$ cat src/rtl/uart_pkg.sv
// Shared definitions for the memory-mapped UART: FSM state encoding,
// line levels, frame geometry and the decoder's address map.
package uart_pkg;

    // Both the transmitter and receiver walk the same four phases of an 8N1 frame.
    typedef enum logic [1:0] {
        ST_IDLE  = 2'd0,
        ST_START = 2'd1,
        ST_DATA  = 2'd2,
        ST_STOP  = 2'd3
    } uart_state_e;

    localparam logic UART_IDLE_LEVEL = 1'b1;
    localparam int   DATA_BITS       = 8;

    // Addresses the peripheral decoder uses to select this block.
    localparam logic [31:0] UART_TX_ADDR    = 32'h1001_002C;
    localparam logic [31:0] UART_RX_ADDR    = 32'h1001_0030;
    localparam logic [31:0] UART_BUSY_ADDR  = 32'h1001_0034;
    localparam logic [31:0] UART_READY_ADDR = 32'h1001_0038;

endpackage

$ cat src/rtl/uart_bus_responder_if.sv
// Bus-side signals between the peripheral decoder (master) and the UART
// responder (slave).
//
// Handshake: a transmit request is valid while enable_SendTx & MemWrite is
// high; the responder is ready only while UART_BUSY is low. A request is
// taken on its rising edge when ready, and a request that is held, or that
// arrives while busy, is dropped rather than queued. reset_UART_READY is a
// level acknowledge for the received byte and never blocks.
interface uart_bus_responder_if;
    logic        enable_SendTx;
    logic        MemWrite;
    logic [31:0] HWDATA;
    logic        reset_UART_READY;
    logic [7:0]  HRDATA_UART;
    logic        UART_BUSY;
    logic        UART_READY;
    logic        FRAME_ERR;

    modport master (
        output enable_SendTx, MemWrite, HWDATA, reset_UART_READY,
        input  HRDATA_UART, UART_BUSY, UART_READY, FRAME_ERR
    );

    modport slave (
        input  enable_SendTx, MemWrite, HWDATA, reset_UART_READY,
        output HRDATA_UART, UART_BUSY, UART_READY, FRAME_ERR
    );
endinterface

$ cat src/rtl/uart_bit_timer.sv
// Bit-period timer: counts 0..CLKS_PER_BIT-1 and pulses tick on the last
// count, or on the last count of half a period when half is set (used to
// land on the middle of a start bit). Held at zero while clear is high.
module uart_bit_timer #(
    parameter int CLKS_PER_BIT = 434
) (
    input  logic clk,
    input  logic reset,
    input  logic clear,
    input  logic half,
    output logic tick
);

    localparam int W = $clog2(CLKS_PER_BIT);
    localparam logic [W-1:0] FULL_LAST = W'(CLKS_PER_BIT - 1);
    localparam logic [W-1:0] HALF_LAST = W'(CLKS_PER_BIT / 2 - 1);

    logic [W-1:0] count;

    assign tick = ~clear & (count == (half ? HALF_LAST : FULL_LAST));

    // Free-run within a bit, reload to zero at every bit boundary.
    always_ff @(posedge clk) begin
        if (reset || clear) begin
            count <= '0;
        end else if (tick) begin
            count <= '0;
        end else begin
            count <= count + 1'b1;
        end
    end

endmodule

$ cat src/rtl/uart_bus_responder.sv
// Memory-mapped 8N1 UART: serialises a byte written to UART_TX onto tx and
// deserialises frames from rx into HRDATA_UART with BUSY/READY/FRAME_ERR
// status for the decoder's read mux. Transmitter and receiver are independent.
module uart_bus_responder
    import uart_pkg::*;
#(
    parameter int CLKS_PER_BIT = 434
) (
    input  logic                   clk,
    input  logic                   reset,
    uart_bus_responder_if.slave    bus,
    input  logic                   rx,
    output logic                   tx,
    output uart_state_e            tx_state_dbg,
    output uart_state_e            rx_state_dbg
);

    localparam logic [2:0] LAST_BIT = 3'(DATA_BITS - 1);

    // ---------------- transmitter ----------------
    uart_state_e tx_state, tx_state_next;
    logic [2:0]  tx_bit_idx, tx_bit_idx_next;
    logic [7:0]  tx_shift;
    logic        tx_tick;
    logic        tx_d;
    logic        tx_busy_q;
    logic        send_req, send_req_q, tx_accept;
    logic        unused_hwdata_hi;

    assign send_req         = bus.enable_SendTx & bus.MemWrite;
    assign tx_accept        = send_req & ~send_req_q & (tx_state == ST_IDLE);
    assign unused_hwdata_hi = ^bus.HWDATA[31:8];

    uart_bit_timer #(.CLKS_PER_BIT(CLKS_PER_BIT)) u_tx_timer (
        .clk   (clk),
        .reset (reset),
        .clear (tx_state == ST_IDLE),
        .half  (1'b0),
        .tick  (tx_tick)
    );

    // TX next state; the line level is derived from the state being entered
    // so the registered tx lines up with the state change.
    always_comb begin
        tx_state_next   = tx_state;
        tx_bit_idx_next = tx_bit_idx;
        tx_d            = UART_IDLE_LEVEL;
        case (tx_state)
            ST_IDLE: begin
                if (tx_accept) begin
                    tx_state_next   = ST_START;
                    tx_bit_idx_next = '0;
                end
            end
            ST_START: begin
                if (tx_tick) begin
                    tx_state_next   = ST_DATA;
                    tx_bit_idx_next = '0;
                end
            end
            ST_DATA: begin
                if (tx_tick) begin
                    if (tx_bit_idx == LAST_BIT) begin
                        tx_state_next = ST_STOP;
                    end else begin
                        tx_bit_idx_next = tx_bit_idx + 1'b1;
                    end
                end
            end
            ST_STOP: begin
                if (tx_tick) begin
                    tx_state_next = ST_IDLE;
                end
            end
            default: tx_state_next = ST_IDLE;
        endcase
        case (tx_state_next)
            ST_START: tx_d = 1'b0;
            ST_DATA:  tx_d = tx_shift[tx_bit_idx_next];
            default:  tx_d = UART_IDLE_LEVEL;
        endcase
    end

    // TX state register.
    always_ff @(posedge clk) begin
        if (reset) begin
            tx_state   <= ST_IDLE;
            tx_bit_idx <= '0;
        end else begin
            tx_state   <= tx_state_next;
            tx_bit_idx <= tx_bit_idx_next;
        end
    end

    // TX datapath: byte capture on acceptance, registered line and busy flag.
    always_ff @(posedge clk) begin
        if (reset) begin
            tx         <= UART_IDLE_LEVEL;
            tx_busy_q  <= 1'b0;
            tx_shift   <= '0;
            send_req_q <= 1'b0;
        end else begin
            send_req_q <= send_req;
            tx         <= tx_d;
            tx_busy_q  <= (tx_state_next != ST_IDLE);
            if (tx_accept) begin
                tx_shift <= bus.HWDATA[7:0];
            end
        end
    end

    // ---------------- receiver ----------------
    logic [1:0]  rx_sync;
    logic        rx_s;
    uart_state_e rx_state, rx_state_next;
    logic [2:0]  rx_bit_idx, rx_bit_idx_next;
    logic [7:0]  rx_shift;
    logic        rx_tick;
    logic        rx_shift_en, rx_done_ok, rx_done_err;
    logic [7:0]  rx_data_q;
    logic        rx_ready_q, frame_err_q;

    assign rx_s = rx_sync[1];

    // Two-flop synchroniser for the asynchronous serial input.
    always_ff @(posedge clk) begin
        if (reset) begin
            rx_sync <= {2{UART_IDLE_LEVEL}};
        end else begin
            rx_sync <= {rx_sync[0], rx};
        end
    end

    uart_bit_timer #(.CLKS_PER_BIT(CLKS_PER_BIT)) u_rx_timer (
        .clk   (clk),
        .reset (reset),
        .clear (rx_state == ST_IDLE),
        .half  (rx_state == ST_START),
        .tick  (rx_tick)
    );

    // RX next state and sampling strobes; every sample is taken at mid-bit.
    always_comb begin
        rx_state_next   = rx_state;
        rx_bit_idx_next = rx_bit_idx;
        rx_shift_en     = 1'b0;
        rx_done_ok      = 1'b0;
        rx_done_err     = 1'b0;
        case (rx_state)
            ST_IDLE: begin
                if (!rx_s) begin
                    rx_state_next = ST_START;
                end
            end
            ST_START: begin
                if (rx_tick) begin
                    if (rx_s) begin
                        rx_state_next = ST_IDLE;
                    end else begin
                        rx_state_next   = ST_DATA;
                        rx_bit_idx_next = '0;
                    end
                end
            end
            ST_DATA: begin
                if (rx_tick) begin
                    rx_shift_en = 1'b1;
                    if (rx_bit_idx == LAST_BIT) begin
                        rx_state_next = ST_STOP;
                    end else begin
                        rx_bit_idx_next = rx_bit_idx + 1'b1;
                    end
                end
            end
            ST_STOP: begin
                if (rx_tick) begin
                    rx_state_next = ST_IDLE;
                    rx_done_ok    = rx_s;
                    rx_done_err   = ~rx_s;
                end
            end
            default: rx_state_next = ST_IDLE;
        endcase
    end

    // RX state register.
    always_ff @(posedge clk) begin
        if (reset) begin
            rx_state   <= ST_IDLE;
            rx_bit_idx <= '0;
        end else begin
            rx_state   <= rx_state_next;
            rx_bit_idx <= rx_bit_idx_next;
        end
    end

    // RX datapath: LSB-first shift, byte hand-off and status flags. A byte
    // completing in the same cycle as the acknowledge keeps READY set.
    always_ff @(posedge clk) begin
        if (reset) begin
            rx_shift    <= '0;
            rx_data_q   <= '0;
            rx_ready_q  <= 1'b0;
            frame_err_q <= 1'b0;
        end else begin
            if (rx_shift_en) begin
                rx_shift <= {rx_s, rx_shift[7:1]};
            end
            if (rx_done_ok) begin
                rx_data_q  <= rx_shift;
                rx_ready_q <= 1'b1;
            end else if (bus.reset_UART_READY) begin
                rx_ready_q  <= 1'b0;
                frame_err_q <= 1'b0;
            end
            if (rx_done_err) begin
                frame_err_q <= 1'b1;
            end
        end
    end

    assign bus.HRDATA_UART = rx_data_q;
    assign bus.UART_BUSY   = tx_busy_q;
    assign bus.UART_READY  = rx_ready_q;
    assign bus.FRAME_ERR   = frame_err_q;
    assign tx_state_dbg    = tx_state;
    assign rx_state_dbg    = rx_state;

endmodule

$ cat src/flat_wrapper.sv
// flat-port wrapper written by rule: the top's interface ports become plain ports
module uart_bus_responder_flat import uart_pkg::*;
#(
    parameter int CLKS_PER_BIT = 434
)
  (clk, reset, rx, tx, tx_state_dbg, rx_state_dbg, bus_enable_SendTx, bus_MemWrite, bus_HWDATA, bus_reset_UART_READY, bus_HRDATA_UART, bus_UART_BUSY, bus_UART_READY, bus_FRAME_ERR);
  uart_bus_responder_if bus_i ();
  input  logic clk;
  input  logic reset;
  input  logic rx;
  output logic tx;
  output uart_state_e tx_state_dbg;
  output uart_state_e rx_state_dbg;
  input wire logic [$bits(bus_i.enable_SendTx)-1:0] bus_enable_SendTx;
  input wire logic [$bits(bus_i.MemWrite)-1:0] bus_MemWrite;
  input wire logic [$bits(bus_i.HWDATA)-1:0] bus_HWDATA;
  input wire logic [$bits(bus_i.reset_UART_READY)-1:0] bus_reset_UART_READY;
  output wire logic [$bits(bus_i.HRDATA_UART)-1:0] bus_HRDATA_UART;
  output wire logic [$bits(bus_i.UART_BUSY)-1:0] bus_UART_BUSY;
  output wire logic [$bits(bus_i.UART_READY)-1:0] bus_UART_READY;
  output wire logic [$bits(bus_i.FRAME_ERR)-1:0] bus_FRAME_ERR;
  assign bus_i.enable_SendTx = bus_enable_SendTx;
  assign bus_i.MemWrite = bus_MemWrite;
  assign bus_i.HWDATA = bus_HWDATA;
  assign bus_i.reset_UART_READY = bus_reset_UART_READY;
  assign bus_HRDATA_UART = bus_i.HRDATA_UART;
  assign bus_UART_BUSY = bus_i.UART_BUSY;
  assign bus_UART_READY = bus_i.UART_READY;
  assign bus_FRAME_ERR = bus_i.FRAME_ERR;
  uart_bus_responder #(.CLKS_PER_BIT(CLKS_PER_BIT)) u_core (.clk(clk), .reset(reset), .bus(bus_i), .rx(rx), .tx(tx), .tx_state_dbg(tx_state_dbg), .rx_state_dbg(rx_state_dbg));
endmodule
$ cat config.mk
export PLATFORM = sky130hd
export DESIGN_NAME = uart_bus_responder_flat
export DESIGN_NICKNAME = d
export VERILOG_FILES = /design/src/rtl/uart_pkg.sv /design/src/rtl/uart_bus_responder_if.sv /design/src/rtl/uart_bit_timer.sv /design/src/rtl/uart_bus_responder.sv /design/src/flat_wrapper.sv
export SDC_FILE = /design/constraint.sdc
export NUM_CORES = 1
export LEC_CHECK = 0
export CAP_MARGIN = 10
export CORE_MARGIN = 3
export CORE_UTILIZATION = 48
export CTS_BUF_LIST = sky130_fd_sc_hd__clkbuf_4
export DETAILED_ROUTE_END_ITERATION = 10
export GPL_TIMING_DRIVEN = 0
export PLACE_DENSITY = 0.89
export SLEW_MARGIN = 10
export SYNTH_ARGS = -nofsm -noshare
export SYNTH_HDL_FRONTEND = slang
export SYNTH_SLANG_ARGS = --single-unit
$ cat constraint.sdc
create_clock -name clk -period 2.1 [get_ports clk]
set_clock_uncertainty 0.05 [all_clocks]
set_input_delay 0.21 -clock clk [delete_from_list [all_inputs] [get_ports clk]]
set_output_delay 0.21 -clock clk [all_outputs]
set_load 0.02 [all_outputs]
==> results.txt, run 1 <==
Status = complete, no violations
Routed wire length = 5.50 mm
Worst hold path type = in -> reg
Sequential Power Share = 56.9%
DRC Markers = 0
Cell with the most instances after synthesis = dfxtp_1
Layout cell share with drive strength beyond 1 = 18.4%
Hold path startpoint = rx
Worst-margin pin slew = 0.459 ns
Asr flop ratio synth = 0%
Router iterations before antenna repair = 4
Master of the slowest instance on the critical path = dfxtp_2
CP Cell Sequence = inv_2, ha_4, and4b_1, buf_6, o211a_4, o22a_4, mux2_4, o211ai_2, a32oi_1
Crit Path Max Fanout = 7
Worst setup path class = reg -> reg
Avg Cell Area, Syn = 9.45 um^2
Max Fclk = 0.479 GHz
GRT overflow = 0
Post-synth cell types = 47
Prevailing post-synth register cell = dfxtp_1
Cell Rows = 26
RSZ-0062 raised after global routing = yes
Starting density of the core = 50.9%
Inserted Clock Buffers = 9
Crit end category = flip-flop
Sw Pwr = 544 uW
Nets = 380
# diodes = 0
Die area = 6520 um^2
Leakage power = 0.00132 uW
Worst-skew pair later-pin latency = 0.40 ns
Placed Cells = 383
Vias in the first global route = 2064
Max cap viols = 0
Reg2reg end = u_core.tx
Place WS = -0.0887 ns
Delay of the slowest critical-path stage = 0.35 ns
Vias = 2129
DPL Wire Length = 3.89 mm
Final Total Pwr = 2030 uW
Synthesized flop and latch total = 59
IO Pins = 54
Port Buffers = 29
Sequential-to-total area share from yosys stat = 44.0%
Final worst slack = 0.0121 ns
Synthesized Nets = 332
Clock tree root driver cell = clkbuf_4
Clk pwr share = 33.6%
Reg2Reg Launch Point = u_core.u_tx_timer.count[1]
Post-synth EDFFs = 0
R2R Setup Slk = 0.01 ns
Period utilisation layout = 99.4%
Fin crit period = 2.09 ns
VDD IR-drop max = 0.300 mV
Core Box Area = 5270 um^2
Pint = 1490 uW
Rel. slew slack = 69.4%
Clock Sinks = 59
Chip width = 80.8 um
Switching part of the total = 26.7%
H-tree depth = 3
Clock slew at reported path FFs = 0.11 ns
Total track usage = 17.7%
Starting DRC count in detailed routing = 147
Hold Path Cell Cnt = 2
Startpoint Class = flip-flop
Worst EP arrival = 2.30 ns
Initial antenna violation count = 0
CTS tree = done
Max-slew violation count = 0
Synthesized instance count = 284
Largest net degree at the start of global routing = 12
WHS = 0.314 ns
Non-Filler Instances = 407
First-pass GRT wire length = 8.86 mm
Mapped cell area = 2680 um^2
DRT antenna net count = 0
R2r worst-path depth = 9
Synthesis Warnings = 0
Hold worst-path end = u_core.rx_sync[0]
Top post-synthesis cells by count = dfxtp_1, nor2_1, mux2i_1, nand2_1, nand3_1
WP data required = 2.31 ns
PwrDens = 612 nW/um^2
Synth top area share = 44.0%
Most area-consuming cells after synthesis = dfxtp_1, mux2i_1, nor2_1
Finish-stage setup viols = 0
Die height = 80.8 um
Via density = 5.23
Final Hold Fails = 0
GPL Wtd Cong = 0.861
Post-synth top area cell = dfxtp_1
Buffer levels on the longest clock path = 2
WL/cell = 13.5 um
Area grow syn2layout = 23.8%
Logic pwr share = 9.5%
Final core utilization = 63.1%
metal layers:
layer  GRT usage (%)  up-vias  share of wire (%)  wire (um)
li1                -     1087                  -          -
met1            20.4      979                 46       2540
met2            30.1       56                 47       2580
met3            3.99        7                5.0        277
met4            9.97        0                1.9        105
met5               0        -                  0          0
worst max path at each step:
| stage | startpoint | to | depth (start not counted) |
|---|---|---|---|
| detailed placement | u_core.rx_state_dbg[0] | u_core.rx_shift[2] | 8 |
| floorplan | u_core.rx_state_dbg[0] | u_core.rx_shift[7] | 8 |
| finish | u_core.u_tx_timer.count[1] | u_core.tx | 9 |
| CTS | u_core.rx_state_dbg[0] | u_core.rx_shift[5] | 8 |
| global route | u_core.u_tx_timer.count[0] | u_core.tx | 8 |
| global placement | u_core.rx_state_dbg[0] | u_core.rx_shift[4] | 8 |
layout make-up:
type,instances,area [um^2]
Sequential cell,59,1190
Clock buffer,10,75.1
Timing Repair Buffer,38,362
Multi-Input combinational cell,204,1470
Clock inverter,6,41.3
Buffer,10,56.3
Inverter,10,37.5
Tap cell,70,87.6
Fill cell,451,1950
flip-flops by register name, indices dropped and copies added, names as in the netlist, 2 cells and up, named ones only:
signal                   flops
u_core.u_rx_timer.count      9
u_core.u_tx_timer.count      9
u_core.bus.HRDATA_UART       8
u_core.rx_shift              8
u_core.tx_shift              8
u_core.rx_bit_idx            3
u_core.tx_bit_idx            3
u_core.rx_sync               2
u_core.tx_state_dbg          2
through the flow:
| step | TNS, ns | cell area [um^2] |
|---|---|---|
| global route | -0.0974 | 3320 |
| global placement | -0.245 | 3060 |
| CTS | 0 | 3220 |
| detailed placement | -0.906 | 3060 |
| floorplan | 0 | 2690 |
| finish | 0 | 3320 |
power by group through the flow:
stage,Clock [uW],Sequential [uW],Combinational (uW)
after floorplan,0,1190,103
after global placement,0,1180,173
after detailed placement,0,1180,179
after CTS,699,1160,180
after global routing,748,1160,213
final,683,1160,194
worst max-delay path: cells and delay by family (launching register included):
kind,cells,cell delay [ns]
DFF,1,0.35
muxes,1,0.31
adders and majority gates,1,0.14
AOI/OAI and AO/OA,4,0.71
and+or+nand+nor,1,0.20
buffers and inverters,2,0.18
layout by cell type (no fill, tap or decap), types with 6 or more instances in the layout:
cell	Yosys	final
xor2_1	8	8
a21oi_1	10	10
nand2_1	12	12
inv_1	9	8
nand3_1	12	12
dfxtp_1	59	53
buf_4	0	8
mux2i_1	25	24
xnor2_1	6	6
and3_1	6	6
ha_1	10	7
nor2_1	51	50
clkdlybuf4s50_1	0	29
clkbuf_4	0	10
cell families after synthesis:
kind of cell	synth area share, %
AOI/OAI and AO/OA	11.5
muxes	10.4
and+or+nand+nor	21.2
adders and majority gates	4.66
xor gates and xnor gates	4.57
DFF	44.0
buffers and inverters	3.68
timing repair:
action / in CTS / in global routing
pin swaps: 4 / 7
endpoints found under the setup margin: 17 / 31
setup buffers: 2 / 7
cloned: 0 / 0
hold buffers: 0 / 0
resized for setup: 6 / 19
Note: power is estimated with default switching activity, not from simulation.
==> inputs of run 2 (changes only) <==
- SLEW_MARGIN: 10 -> 20
==> results of run 2 <==
No change in the layout: final DEF, timing and power equal those of run 1.
